--- src/rtl/store_stream_guard.sv ---
// store_stream_guard: follows up to NR_STREAMS runs of address-contiguous stores, retires
// finished runs into a circular range buffer, and requests a crash on load-hit followed by jump.
module store_stream_guard #(
  parameter int unsigned NR_STREAMS  = 4,
  parameter int unsigned RANGE_DEPTH = 8,
  parameter int unsigned ADDR_W      = 32,
  parameter int unsigned TIMEOUT     = 10,
  parameter int unsigned SP_REG      = 2
) (
  input  logic                           clk_i,
  input  logic                           rst_i,
  input  logic                           flush_i,
  input  logic                           valid_i,
  input  logic [1:0]                     kind_i,
  input  logic [1:0]                     size_i,
  input  logic [4:0]                     rs1_i,
  input  logic [ADDR_W-1:0]              addr_i,
  input  logic [$clog2(RANGE_DEPTH)-1:0] rd_idx_i,
  output logic [ADDR_W-1:0]              rd_first_o,
  output logic [ADDR_W-1:0]              rd_last_o,
  output logic                           rd_valid_o,
  output logic [$clog2(RANGE_DEPTH):0]   count_o,
  output logic [15:0]                    dropped_o,
  output logic                           load_hit_o,
  output logic                           crash_o
);

  localparam int unsigned IDX_W = $clog2(RANGE_DEPTH);
  localparam int unsigned CNT_W = IDX_W + 1;
  localparam int unsigned TMR_W = $clog2(TIMEOUT + 1);
  localparam int unsigned SID_W = (NR_STREAMS > 1) ? $clog2(NR_STREAMS) : 1;
  localparam int unsigned AW1   = ADDR_W + 1;

  localparam logic [1:0] KIND_STORE = 2'd1;
  localparam logic [1:0] KIND_LOAD  = 2'd2;
  localparam logic [1:0] KIND_JUMP  = 2'd3;

  // stream trackers
  logic [NR_STREAMS-1:0] r_act;
  logic [ADDR_W-1:0]     r_first [NR_STREAMS];
  logic [ADDR_W-1:0]     r_end   [NR_STREAMS];
  logic [TMR_W-1:0]      r_timer [NR_STREAMS];

  // range buffer
  logic [ADDR_W-1:0]     r_buf_first [RANGE_DEPTH];
  logic [ADDR_W-1:0]     r_buf_last  [RANGE_DEPTH];
  logic [IDX_W-1:0]      r_head;
  logic [IDX_W-1:0]      r_tail;
  logic [CNT_W-1:0]      r_count;
  logic [15:0]           r_dropped;

  logic                  r_load_hit;
  logic                  r_crash;

  logic                  w_store;
  logic [ADDR_W-1:0]     w_len_m1;
  logic [ADDR_W-1:0]     w_new_end;
  logic [NR_STREAMS-1:0] w_match;
  logic                  w_any_match;
  logic                  w_any_free;
  logic [SID_W-1:0]      w_match_idx;
  logic [SID_W-1:0]      w_free_idx;
  logic [SID_W-1:0]      w_evict_idx;
  logic [TMR_W-1:0]      w_min_timer;
  logic                  w_alloc;
  logic                  w_evict;
  logic [SID_W-1:0]      w_tgt_idx;
  logic [NR_STREAMS-1:0] w_touch;
  logic                  w_any_exp;
  logic [SID_W-1:0]      w_exp_idx;
  logic                  w_exp_push;
  logic                  w_push;
  logic [SID_W-1:0]      w_push_sel;
  logic [ADDR_W-1:0]     w_push_first;
  logic [ADDR_W-1:0]     w_push_last;
  logic                  w_load_hit;
  logic [IDX_W-1:0]      w_rel;
  logic [IDX_W-1:0]      w_rd_slot;
  logic                  w_rd_valid;

  // store decode and the new inclusive last byte
  always_comb begin
    w_store = valid_i && (kind_i == KIND_STORE) && (rs1_i != 5'(SP_REG));
    case (size_i)
      2'd0:    w_len_m1 = ADDR_W'(0);
      2'd1:    w_len_m1 = ADDR_W'(1);
      default: w_len_m1 = ADDR_W'(3);
    endcase
    w_new_end = addr_i + w_len_m1;
  end

  // contiguity test done one bit wider so a run ending at the top byte never wraps to zero
  always_comb begin
    w_match = '0;
    for (int i = 0; i < int'(NR_STREAMS); i++) begin
      w_match[i] = r_act[i] && (({1'b0, r_end[i]} + AW1'(1)) == {1'b0, addr_i});
    end
  end

  always_comb begin
    w_any_match = 1'b0;
    w_match_idx = '0;
    w_any_free  = 1'b0;
    w_free_idx  = '0;
    w_evict_idx = '0;
    w_min_timer = r_timer[0];
    for (int i = 0; i < int'(NR_STREAMS); i++) begin
      if (!w_any_match && w_match[i]) begin
        w_any_match = 1'b1;
        w_match_idx = SID_W'(i);
      end
      if (!w_any_free && !r_act[i]) begin
        w_any_free = 1'b1;
        w_free_idx = SID_W'(i);
      end
      if (r_timer[i] < w_min_timer) begin
        w_min_timer = r_timer[i];
        w_evict_idx = SID_W'(i);
      end
    end
  end

  // target selection and the single push slot; an eviction outranks an expiry
  always_comb begin
    w_alloc   = w_store && !w_any_match;
    w_evict   = w_alloc && !w_any_free;
    w_tgt_idx = w_any_match ? w_match_idx : (w_any_free ? w_free_idx : w_evict_idx);
    w_touch   = '0;
    w_any_exp = 1'b0;
    w_exp_idx = '0;
    for (int i = 0; i < int'(NR_STREAMS); i++) begin
      w_touch[i] = w_store && (w_tgt_idx == SID_W'(i));
    end
    for (int i = 0; i < int'(NR_STREAMS); i++) begin
      if (!w_any_exp && r_act[i] && (r_timer[i] == '0) && !w_touch[i]) begin
        w_any_exp = 1'b1;
        w_exp_idx = SID_W'(i);
      end
    end
    w_exp_push   = w_any_exp && !w_evict;
    w_push       = w_evict || w_exp_push;
    w_push_sel   = w_evict ? w_evict_idx : w_exp_idx;
    w_push_first = r_first[w_push_sel];
    w_push_last  = r_end[w_push_sel];
  end

  // load hit against pre-push buffer contents and live streams
  always_comb begin
    w_load_hit = 1'b0;
    w_rel      = '0;
    for (int k = 0; k < int'(RANGE_DEPTH); k++) begin
      w_rel = IDX_W'(k) - r_head;
      if ((CNT_W'(w_rel) < r_count) &&
          (addr_i >= r_buf_first[k]) && (addr_i <= r_buf_last[k])) begin
        w_load_hit = 1'b1;
      end
    end
    for (int i = 0; i < int'(NR_STREAMS); i++) begin
      if (r_act[i] && (addr_i >= r_first[i]) && (addr_i <= r_end[i])) begin
        w_load_hit = 1'b1;
      end
    end
  end

  // read port, indexed from the oldest entry
  always_comb begin
    w_rd_slot  = r_head + rd_idx_i;
    w_rd_valid = CNT_W'(rd_idx_i) < r_count;
    rd_valid_o = w_rd_valid;
    rd_first_o = w_rd_valid ? r_buf_first[w_rd_slot] : '0;
    rd_last_o  = w_rd_valid ? r_buf_last[w_rd_slot]  : '0;
  end

  always_ff @(posedge clk_i) begin
    if (rst_i || flush_i) begin
      r_act      <= '0;
      r_head     <= '0;
      r_tail     <= '0;
      r_count    <= '0;
      r_load_hit <= 1'b0;
      r_crash    <= 1'b0;
      for (int i = 0; i < int'(NR_STREAMS); i++) begin
        r_first[i] <= '0;
        r_end[i]   <= '0;
        r_timer[i] <= '0;
      end
      for (int k = 0; k < int'(RANGE_DEPTH); k++) begin
        r_buf_first[k] <= '0;
        r_buf_last[k]  <= '0;
      end
      if (rst_i) begin
        r_dropped <= '0;
      end
    end else begin
      for (int i = 0; i < int'(NR_STREAMS); i++) begin
        if (w_touch[i]) begin
          r_act[i]   <= 1'b1;
          r_end[i]   <= w_new_end;
          r_timer[i] <= TMR_W'(TIMEOUT);
          if (!w_any_match) begin
            r_first[i] <= addr_i;
          end
        end else if (w_exp_push && (w_exp_idx == SID_W'(i))) begin
          r_act[i] <= 1'b0;
        end else if (r_act[i] && (r_timer[i] != '0)) begin
          r_timer[i] <= r_timer[i] - TMR_W'(1);
        end
      end

      // a full buffer overwrites its oldest entry
      if (w_push) begin
        r_buf_first[r_tail] <= w_push_first;
        r_buf_last[r_tail]  <= w_push_last;
        r_tail              <= r_tail + IDX_W'(1);
        if (r_count == CNT_W'(RANGE_DEPTH)) begin
          r_head <= r_head + IDX_W'(1);
          if (r_dropped != 16'hFFFF) begin
            r_dropped <= r_dropped + 16'd1;
          end
        end else begin
          r_count <= r_count + CNT_W'(1);
        end
      end

      r_crash <= 1'b0;
      if (valid_i && (kind_i == KIND_LOAD)) begin
        r_load_hit <= w_load_hit;
      end else if (valid_i && (kind_i == KIND_JUMP)) begin
        r_crash    <= r_load_hit;
        r_load_hit <= 1'b0;
      end
    end
  end

  assign count_o    = r_count;
  assign dropped_o  = r_dropped;
  assign load_hit_o = r_load_hit;
  assign crash_o    = r_crash;

endmodule

--- config.mk ---
export PLATFORM = sky130hd
export DESIGN_NAME = store_stream_guard
export DESIGN_NICKNAME = d
export VERILOG_FILES = /design/src/rtl/store_stream_guard.sv
export SDC_FILE = /design/constraint.sdc
export NUM_CORES = 2
export LEC_CHECK = 0
export CAP_MARGIN = 5
export CORE_AREA = 2 2 311 375
export DETAILED_ROUTE_END_ITERATION = 6
export DIE_AREA = 0 0 313 377
export PLACE_DENSITY = 0.71
export SYNTH_ARGS = -nofsm -noshare
export SYNTH_HDL_FRONTEND = slang
export SYNTH_SLANG_ARGS = --single-unit
--- constraint.sdc ---
create_clock -name clk_i -period 12.6 [get_ports clk_i]
set_clock_uncertainty 0.1 [all_clocks]
set_input_delay 1.89 -clock clk_i [delete_from_list [all_inputs] [get_ports clk_i]]
set_output_delay 1.89 -clock clk_i [all_outputs]
set_load 0.01 [all_outputs]
==> results by group <==
Placed design
  – DP Wirelength: 167 mm
  – Area of placed instances: 65,400 µm²
  – IO buf count: 134
  – GPL Wtd Cong: 1.02
  – # placed instances: 7,693

Floorplanning
  – Die width: 313 µm
  – Ports: 135
  – Core area: 114,000 µm²
  – Rows: 136
  – Die Area: 118,000 µm²
  – Initial Util: 54.7%
  – Die height: 377 µm

Drt
  – Via count: 52,600
  – Via density: 6.70
  – DRT iter0 DRCs: 5,841
  – DR WL/cell: 28.2 µm
  – Final wirelength: 222 mm
  – Routed Antenna Nets: 0
  – # DRC: 0
  – Drt pass-1 iters: 6

Setup path
  – Worst EP arrival: 9.18 ns
  – Top cell by count, worst path: ha_1
  – Slowest stage delay, CP: 0.85 ns
  – CP max-delay cell: o311ai_0
  – RR Endpoint: r_buf_first[5][31]
  – R2R cell count: 22
  – Crit. Startpoint: r_timer[1][3]
  – CP delay by family, top: compound AO/OA/AOI/OAI gates
  – Worst setup SP type: flop
  – Worst r2r src: r_timer[1][3]
  – End of the critical path: r_buf_first[5][31]
  – Buffer and inverter count on the worst path: 1
  – Worst reg2reg setup slack: 3.86 ns
  – CP Capture Type: flop
  – Critical path type: reg2reg
  – Crit path depth: 22
  – Crit-path cells: ha_1 > a21o_1 > nor3_1 > mux2i_1 > ha_1 > nor2b_1 > o311a_1 > nor3_1 > mux2_2 > ha_1 > o21a_1 > o21a_1 > o22ai_1 > o311ai_0 > nor2_1 > o211ai_1 > nand4_1 > or2_0 > o211ai_2 > nand2_2 > buf_4 > o22ai_1
  – Worst-path fanout max: 33
  – Worst EP required: 13.04 ns

Flow run
  – Max-cap violations: 0

Clock network
  – Clock buffer depth: 3
  – H-tree depth: 3
  – Root buffer cell: clkbuf_16
  – Post-CTS Setup Inserts: 0
  – Total CTS buffers: 89
  – Total clock sinks: 816
  – PostCTS Resize Cnt: 0
  – Clock transition at path regs: 0.06 ns
  – CTS Hold Bufs: 0
  – Worst-Skew Late Latency: 0.71 ns
  – CTS tree: yes

Yosys
  – Syn_area_per_cell: 10.0 µm²
  – Synth warnings: 0
  – Post-synth ARST share: 0%
  – Post-Syn Nets: 7,087
  – Mapped Area: 62,500 µm²
  – Sequential share of the synthesized area: 39.0%
  – Most frequent cells after synthesis: ha_1, edfxtp_1, inv_1
  – Leading post-synthesis cells by cell area: edfxtp_1, ha_1, o22ai_1
  – Synth top area share: 38.4%
  – EDFF count, synth: 800
  – Count leader, synth: ha_1
  – Leading area contributor after synthesis: edfxtp_1
  – Yosys cell types: 96
  – Commonest register cell after synthesis: edfxtp_1
  – Cells after Synth: 6,224
  – Number of synthesized register bits: 816

Timing
  – Pins Over Slew Limit: 0
  – Fin Setup TNS: 0 ns
  – Final setup vio count: 0
  – Clock period minus worst slack: 8.74 ns
  – Worst-Margin Slew: 1.31 ns
  – Relative slew slack: 11.8%
  – Max Fclk: 0.114 GHz
  – RSZ-0062 raised after global routing: false
  – Final hold vios: 0
  – Post-route clock period utilization: 69.4%

Global routing
  – Total grt overflow: 0
  – Gr usage total: 37.1%
  – Largest net degree at the start of global routing: 65
  – Global-route wire length before repair: 327 mm
  – Vias in the first global route: 53,200
  – Initial antenna violation count: 7

Run status
  – Status: finished, final reports clean

Power
  – Total power: 7.04 mW
  – Leakage power: 25.9 nW
  – Pwr/cell area: 103 nW/µm²
  – Max VDD drop: 0.103 mV

Layout
  – Share of cells above drive strength 1: 7.58%
  – Antenna Cells: 0
  – P&R area growth vs syn: 9.37%
  – Total Nets Final: 7,129
  – Fin util: 59.8%
  – Filler cells: 9,630
  – Design area: 68,300 µm²
  – Layout Cells excl Fill: 7,853

Hold path
  – Hold Path Class: reg2reg
  – Hold Crit Start: load_hit_o
[flip-flops by register name (all words and copies together) (netlist names), 3 cells and up]
signal / count
count_o: 4
r_head: 3
r_end: 128
dropped_o: 16
r_tail: 3
r_buf_first: 256
r_act: 4
r_timer: 16
r_buf_last: 256
r_first: 128
[worst min path at each step]
stage	slack, ns	to	cells past startpoint
2_1_floorplan	0.37	crash_o	2
3_3_place_gp	0.35	crash_o	2
3_5_place_dp	0.35	crash_o	2
4_1_cts	0.36	crash_o	2
5_1_grt	0.38	crash_o	2
6_report	0.37	crash_o	2
[metal layers]
| layer | vias to the layer above | GRT usage [%] | share of wire (%) |
|---|---|---|---|
| met5 | - | 0 | 0.016 |
| li1 | 23300 | - | - |
| met4 | 6 | 28.7 | 8.5 |
| met3 | 739 | 5.22 | 7.8 |
| met1 | 25700 | 42.5 | 36 |
| met2 | 2807 | 62.8 | 48 |
[area by class of cell]
class	instances	area, µm²	area share, %
clock inverter	43	452	0.661
timing repair buffer	249	2070	3.04
clock buffer	117	2440	3.57
tap	1518	1900	2.78
sequential	816	24300	35.6
inverter	791	2970	4.34
multi-input combinational	4319	34200	50.0
[stage by stage]
stage	hold WS [ns]	setup WS [ns]
5_1_grt	0.379	3.44
6_report	0.367	3.86
2_1_floorplan	0.366	1.60
3_5_place_dp	0.352	3.68
4_1_cts	0.363	4.03
3_3_place_gp	0.347	3.77
[cells in the final DEF (no fill, tap or decap), types with 16 or more instances in the layout]
cell | netlist | layout
buf_2 | 36 | 31
clkbuf_1 | 227 | 23
and2_1 | 116 | 116
nor2b_1 | 112 | 112
and3_1 | 36 | 36
nand2_1 | 308 | 300
o21a_1 | 38 | 38
or4_1 | 17 | 17
clkdlybuf4s50_1 | 0 | 103
ha_1 | 813 | 812
edfxtp_1 | 800 | 800
a211o_1 | 17 | 17
buf_4 | 7 | 113
mux4_2 | 128 | 128
a31oi_1 | 30 | 30
nand4_1 | 191 | 191
nand3_1 | 105 | 105
and4_1 | 39 | 39
a21oi_1 | 313 | 313
xor2_1 | 85 | 85
nor3_1 | 96 | 96
inv_1 | 790 | 790
nand2b_1 | 88 | 86
o22ai_1 | 527 | 527
mux2i_1 | 141 | 141
nor4_1 | 46 | 46
nor2_1 | 302 | 298
xnor2_1 | 103 | 101
a211oi_1 | 28 | 28
o21ai_0 | 189 | 179
o211ai_1 | 22 | 22
a21o_1 | 177 | 177
dfxtp_1 | 16 | 16
clkbuf_16 | 0 | 94
[logic make-up (layout without fill, tap and decap cells)]
| group | Yosys count | count (layout) | synth area share, % |
|---|---|---|---|
| xor+xnor | 188 | 188 | 2.64 |
| simple gates | 1553 | 1553 | 13.2 |
| buf+inv | 1089 | 1200 | 6.76 |
| fa+ha+maj | 815 | 815 | 16.3 |
| flops | 816 | 816 | 39.0 |
| mux | 275 | 275 | 6.98 |
| compound gates | 1488 | 1488 | 15.1 |
[power by group]
part | internal, mW | total (mW) | switching (mW) | leakage [nW]
Clock | 1.53 | 2.67 | 1.14 | 1.41
Combinational | 0.443 | 1.18 | 0.733 | 15.4
Sequential | 3.09 | 3.19 | 0.103 | 9.04
[worst min-delay path, stage by stage, from the launching register on]
cell	delay, ns
dfxtp_1	0.33
nand2_1	0.06
nor2_1	0.03
Power figures use the tool's default switching activity.
